## config.mk

```make
export PLATFORM = sky130hd
export DESIGN_NAME = fb_arbiter
export DESIGN_NICKNAME = d
export VERILOG_FILES = /design/src/rtl/tron_types_pkg.sv /design/src/rtl/fb_prefetch_fifo.sv /design/src/rtl/fb_arbiter.sv
export SDC_FILE = /design/constraint.sdc
export NUM_CORES = 1
export LEC_CHECK = 0
export CAP_MARGIN = 20
export CORE_MARGIN = 1
export CORE_UTILIZATION = 35
export DETAILED_ROUTE_END_ITERATION = 10
export SLEW_MARGIN = 20
export SYNTH_ARGS = -nofsm -noshare
export SYNTH_HDL_FRONTEND = slang
export SYNTH_HIERARCHICAL = 1
export SYNTH_SLANG_ARGS = --single-unit
export TNS_END_PERCENT = 5
```

## constraint.sdc

```tcl
create_clock -name clock -period 2.6 [get_ports clock]
set_input_delay 0.65 -clock clock [delete_from_list [all_inputs] [get_ports clock]]
set_output_delay 0.65 -clock clock [all_outputs]
set_load 0.05 [all_outputs]
```

## src/rtl/tron_types_pkg.sv

```systemverilog
// Shared types for the Tron framebuffer path: screen geometry, pixel colour
// and the framebuffer arbiter's owner encoding.
package tron_types;

   localparam int FB_WIDTH  = 320;
   localparam int FB_HEIGHT = 240;
   localparam int FB_PIXELS = FB_WIDTH * FB_HEIGHT;

   typedef logic [2:0] Color;

   typedef enum logic [1:0] {
      IDLE,
      SCAN_URGENT,
      GAME,
      SCAN_FILL
   } ArbOwner;

endpackage

```

## src/rtl/fb_prefetch_fifo.sv

```systemverilog
// Scanout prefetch FIFO: first-word-fall-through head with a same-cycle
// bypass, so a pixel returning from RAM is visible at the head immediately.
module fb_prefetch_fifo #(
   parameter int DEPTH  = 4,
   parameter int DATA_W = 3
) (
   input  logic                         clock,
   input  logic                         reset,
   input  logic                         flush,
   input  logic                         push,
   input  logic [DATA_W-1:0]            push_data,
   input  logic                         pop,
   output logic [DATA_W-1:0]            head,
   output logic                         head_valid,
   output logic [$clog2(DEPTH+1)-1:0]   count
);

   localparam int PTR_W = $clog2(DEPTH);
   localparam int CNT_W = $clog2(DEPTH+1);

   logic [DATA_W-1:0] mem [DEPTH];
   logic [PTR_W-1:0]  wr_ptr;
   logic [PTR_W-1:0]  rd_ptr;
   logic              stored;
   logic              pop_ok;
   logic              write_en;
   logic              read_en;

   assign stored     = (count != '0);
   assign head_valid = stored || push;
   assign head       = stored ? mem[rd_ptr] : (push ? push_data : '0);
   assign pop_ok     = pop && head_valid;

   // A push into an empty FIFO that is popped the same cycle passes straight through.
   assign write_en = push && !(pop_ok && !stored);
   assign read_en  = pop_ok && stored;

   always_ff @(posedge clock) begin
      // NOTE: sequential state uses non-blocking assignments so every register
      // samples the pre-edge values regardless of statement order.
      if (reset || flush) begin
         wr_ptr <= '0;
         rd_ptr <= '0;
         count  <= '0;
      end else begin
         if (write_en) wr_ptr <= wr_ptr + PTR_W'(1);
         if (read_en)  rd_ptr <= rd_ptr + PTR_W'(1);
         count <= count + CNT_W'(write_en) - CNT_W'(read_en);
      end
   end

   // NOTE: storage is deliberately not reset; the count gates every read, so
   // stale entries are never visible and the array can map to plain RAM.
   always_ff @(posedge clock) begin
      if (write_en && !flush) mem[wr_ptr] <= push_data;
   end

endmodule

```

## src/rtl/fb_arbiter.sv

```systemverilog
// Framebuffer RAM arbiter: shares one single-port RAM between game logic and
// a prefetching scanout path that is guaranteed priority when nearly starved.
module fb_arbiter #(
   parameter int ADDR_W    = 19,
   parameter int DATA_W    = 3,
   parameter int FB_PIXELS = tron_types::FB_PIXELS,
   parameter int DEPTH     = 4
) (
   input  logic              clock,
   input  logic              reset,
   input  logic              game_req,
   input  logic              game_we,
   input  logic [ADDR_W-1:0] game_address,
   input  logic [DATA_W-1:0] game_write_data,
   output logic              game_grant,
   output logic              game_read_valid,
   output logic [DATA_W-1:0] game_read_data,
   input  logic              scan_start_frame,
   input  logic              scan_pop,
   output logic [DATA_W-1:0] scan_pixel,
   output logic              scan_valid,
   output logic              scan_underflow,
   output logic [ADDR_W-1:0] ram_address,
   output logic              ram_write_enabled,
   output logic [DATA_W-1:0] ram_write_data,
   input  logic [DATA_W-1:0] ram_read_data
);

   import tron_types::*;

   localparam int                CNT_W        = $clog2(DEPTH+1);
   localparam logic [ADDR_W-1:0] LAST_ADDR    = ADDR_W'(FB_PIXELS - 1);
   localparam logic [CNT_W:0]    URGENT_LEVEL = (CNT_W+1)'(2);
   localparam logic [CNT_W:0]    FILL_LEVEL   = (CNT_W+1)'(DEPTH);

   logic [ADDR_W-1:0] scan_addr;
   logic              frame_active;
   logic              scan_in_flight;
   logic [DATA_W-1:0] read_hold;
   logic [CNT_W-1:0]  fifo_count;
   logic [CNT_W:0]    occ;
   logic              scan_eligible;
   logic              scan_issue;
   logic              fifo_push;
   ArbOwner           owner;

   assign occ = {1'b0, fifo_count} + (CNT_W+1)'(scan_in_flight);

   // A read issued on the restart cycle would return stale pre-restart data.
   assign scan_eligible = frame_active && !scan_start_frame;

   always_comb begin
      // NOTE: default first so every path assigns owner and no latch is inferred.
      owner = IDLE;
      if (reset)
         owner = IDLE;
      else if (scan_eligible && occ < URGENT_LEVEL)
         owner = SCAN_URGENT;
      else if (game_req)
         owner = GAME;
      else if (scan_eligible && occ < FILL_LEVEL)
         owner = SCAN_FILL;
   end

   assign scan_issue = (owner == SCAN_URGENT) || (owner == SCAN_FILL);

   always_comb begin
      ram_address       = '0;
      ram_write_enabled = 1'b0;
      ram_write_data    = '0;
      game_grant        = 1'b0;
      case (owner)
         SCAN_URGENT, SCAN_FILL: ram_address = scan_addr;
         GAME: begin
            game_grant        = 1'b1;
            ram_address       = game_address;
            ram_write_enabled = game_we;
            ram_write_data    = game_write_data;
         end
         default: ;
      endcase
   end

   always_ff @(posedge clock) begin
      if (reset) begin
         scan_addr       <= '0;
         frame_active    <= 1'b0;
         scan_in_flight  <= 1'b0;
         game_read_valid <= 1'b0;
         read_hold       <= '0;
         scan_underflow  <= 1'b0;
      end else begin
         scan_in_flight  <= scan_issue;
         game_read_valid <= game_grant && !game_we;
         if (game_read_valid) read_hold <= ram_read_data;

         if (scan_start_frame) begin
            scan_addr    <= '0;
            frame_active <= 1'b1;
         end else if (scan_issue) begin
            // The last pixel ends the frame; the address parks until restart.
            if (scan_addr == LAST_ADDR) frame_active <= 1'b0;
            else                        scan_addr    <= scan_addr + ADDR_W'(1);
         end

         if (scan_start_frame)            scan_underflow <= 1'b0;
         else if (scan_pop && !scan_valid) scan_underflow <= 1'b1;
      end
   end

   assign game_read_data = game_read_valid ? ram_read_data : read_hold;
   assign fifo_push      = scan_in_flight && !scan_start_frame;

   fb_prefetch_fifo #(
      .DEPTH  (DEPTH),
      .DATA_W (DATA_W)
   ) u_fifo (
      .clock      (clock),
      .reset      (reset),
      .flush      (scan_start_frame),
      .push       (fifo_push),
      .push_data  (ram_read_data),
      .pop        (scan_pop),
      .head       (scan_pixel),
      .head_valid (scan_valid),
      .count      (fifo_count)
   );

endmodule

```

==> impl_metrics.json <==
{
  "outcome": "complete, but fails checks",
  "failed_checks": "setup timing",
  "hpwl_um": 4520,
  "rr_startpoint": "u_fifo/count[0]",
  "fillers": 583,
  "drive_gt1_share_pct": 33.1,
  "grt_pass1_vias": 2128,
  "die_y_um": 85.9,
  "power.density_nw_per_um2": 384,
  "ios": 64,
  "synth_top_area_share_pct": 28.5,
  "vias": 2149,
  "fin_skew_ns": 0.00439,
  "start_util_pct": 36.2,
  "synth.area.top_cells": "dfxtp_1 (28%), edfxtp_1 (15%), a22o_1 (6.8%)",
  "cts.sinks": 47,
  "ys_seq_elements": 47,
  "die_w_um": 85.9,
  "synth.distinct_cells": 47,
  "ir_drop_mv": 0.223,
  "antenna_cells": 0,
  "max_slew_margin_pct": 67.1,
  "syn_nets": 283,
  "drv_cap": 0,
  "overflow": 0,
  "num_rows": 30,
  "cts_tree": "yes",
  "startpoint_type": "input port",
  "min_from": "scan_underflow",
  "startpoint": "game_req",
  "hold_class": "reg2reg",
  "cp_num_buf_inv": 4,
  "cp_top_family": "buffers and inverters",
  "hold_end": "scan_underflow",
  "netlist_top_cells_count": "dfxtp_1 (35), a22o_1 (19), nand2_1 (17), nor2_1 (17)",
  "numCtsBuffers": 5,
  "clk_latency_ns": 0.30,
  "finalHoldViolations": 0,
  "setup_viol": 24,
  "synthCells": 243,
  "criticalPathCategory": "in2out",
  "slowest_stage": "clkdlybuf4s50_1",
  "wirelength_um": 6230,
  "critPathRequiredTime_ns": 1.95,
  "fin_crit_ns": 2.78,
  "path_clk_slew_ns": 0.08,
  "ys_warn_count": 6,
  "timing.final.crit_share_pct": 107,
  "wire_per_inst_um": 14.5,
  "area_growth_pct": 63.0,
  "synth_area_leader_cell": "dfxtp_1",
  "synth_edf_count": 12,
  "drtIter0Drc": 64,
  "worst_slack_ns": -0.184,
  "cp_max_fo": 6,
  "setup-tns-final_ns": -2.96,
  "synth_flop_cell": "dfxtp_1",
  "hold_path_depth": 2,
  "async_flop_share_pct": 0,
  "avgViaCountPerCell": 4.99,
  "rrSetupSlack_ns": 0.19,
  "antenna_left": 0,
  "netlist_area_um2": 2460,
  "final_max_slew_viol_count": 0,
  "multi_input_area_um2": 1470,
  "seqCellArea_um2": 1070,
  "cts_buffer_depth": 2,
  "crit_chain": "clkdlybuf4s50_1, nor3b_4, buf_6, buf_8, a22o_1, buf_12",
  "place_congestion": 0.786,
  "grt_first_pass_wirelength_um": 10000,
  "synth.most_common_cell": "dfxtp_1",
  "coreArea_um2": 6790,
  "rsz0062_at_grt": "yes",
  "antenna_found_initial": 0,
  "tightest_slew_ns": 0.492,
  "grt_max_degree": 21,
  "ys_seq_area_share_pct": 43.1,
  "fmax_ghz": 0.359,
  "die_area_um2": 7370,
  "cts.htree.levels": 2,
  "clockRootBuffer": "clkbuf_8",
  "worstSetupEndpointType": "primary output",
  "r2r-end": "u_fifo/count[2]",
  "grtUsageTotal_pct": 17.7,
  "reg2reg_depth": 10,
  "worstPathArrival_ns": 2.13,
  "drt_pass1_iterations": 4,
  "drc": 0,
  "fin_util_pct": 59.1,
  "p_leak_nw": 1.52,
  "cpPeakStageDelay_ns": 0.56,
  "synth.avg_cell_area_um2": 10.1,
  "layout.nets": 374,
  "numPortBuffers": 63
}
-- worst reg2reg max path, delay by kind of cell, from the launching register on --
family / cells / cell delay [ns]
buffers and inverters: 2 / 0.18
and+or+nand+nor: 2 / 0.56
adders and majority gates: 3 / 0.71
DFF: 1 / 0.32
AOI/OAI and AO/OA: 1 / 0.20
xor gates and xnor gates: 2 / 0.33
-- kinds of logic after synthesis --
family                     after synthesis  synth area share (%)
xor gates and xnor gates                16                  6.00
AOI/OAI and AO/OA                       42                  13.5
adders and majority gates                9                  4.88
and+or+nand+nor                         98                  23.5
DFF                                     47                  43.1
muxes                                    8                  4.93
buffers and inverters                   23                  4.17
-- how the worst max path moves through the flow --
| stage | end | slack [ns] | depth (start not counted) |
|---|---|---|---|
| global placement | ram_address[4] | -0.28 | 8 |
| detailed placement | u_fifo/count[2] | -0.31 | 11 |
| finish | ram_address[18] | -0.18 | 6 |
| CTS | ram_address[11] | -0.17 | 9 |
| global route | ram_address[15] | -0.24 | 10 |
| floorplan | scan_pixel[1] | -0.16 | 3 |
-- cells in the final DEF (no fill, tap or decap), types with 4 or more instances in the layout --
cell             netlist  routed
dfxtp_1               35      31
clkdlybuf4s50_1        0      31
buf_12                 0      31
buf_4                  2      24
nand2_1               17      17
nor2_1                17      16
a22o_4                 0      13
inv_1                 12      12
xnor2_1               12      12
edfxtp_1              12      12
nand3_1               10       9
nor3_1                 9       9
ha_1                   8       7
a22o_1                19       6
o21ai_0                7       6
and2_4                 0       5
and4_1                 5       5
clkbuf_8               0       5
nand4_1                4       4
and2_1                 9       4
a21oi_1                4       4
nor2b_1                5       4
o211ai_1               4       4
buf_6                  0       4
dfxtp_2                0       4
nor3b_1                4       4
-- metrics by stage --
step | hold slack, ns | cell area, um2 | power [mW] | worst slack (ns) | cells
floorplan | 0.445 | 2470 | 0.921 | -0.159 | 243
global placement | 0.450 | 3650 | 1.10 | -0.276 | 414
detailed placement | 0.463 | 3650 | 1.10 | -0.311 | 414
CTS | 0.483 | 3850 | 1.54 | -0.172 | 427
global route | 0.543 | 4010 | 1.60 | -0.241 | 431
finish | 0.478 | 4010 | 1.54 | -0.184 | 431
-- registers in the layout, summed over array words and instances (netlist names), named ones only --
signal	count
scan_addr	19
u_fifo/mem	12
read_hold	3
u_fifo/count	3
u_fifo/rd_ptr	2
u_fifo/wr_ptr	2
frame_active	1
game_read_valid	1
scan_in_flight	1
scan_underflow	1
-- timing repair --
item                       CTS  global route
hold buffers                 0             0
resized for setup           22            20
setup endpoints to repair   27            27
buffers inserted             5             4
gates cloned                 1             1
pin swaps                   20            16
-- final cells by class --
type | count | share of cell area [%]
well taps | 96 | 2.99
multi-input cells | 173 | 36.6
clock buffers | 6 | 1.81
clock inverters | 2 | 0.218
inverters | 13 | 1.40
flip-flops and latches | 47 | 26.6
repair buffers | 94 | 30.4
-- power breakdown --
part           internal [mW]  total [mW]  leakage, nW  switching (mW)
logic                  0.186       0.358         1.08           0.172
registers              0.755       0.760        0.393         0.00545
clock network          0.185       0.424       0.0426           0.239
total                   1.13        1.54         1.52           0.416
-- routing by layer --
metal  vias to the layer above  wire, um  GRT usage, %
met5                         -         0             0
met4                         0       135          8.18
met2                        64      3300          30.4
met3                        12       277          3.75
met1                      1012      2520          21.2
li1                       1061         -             -
(Power assumes the default switching activity.)
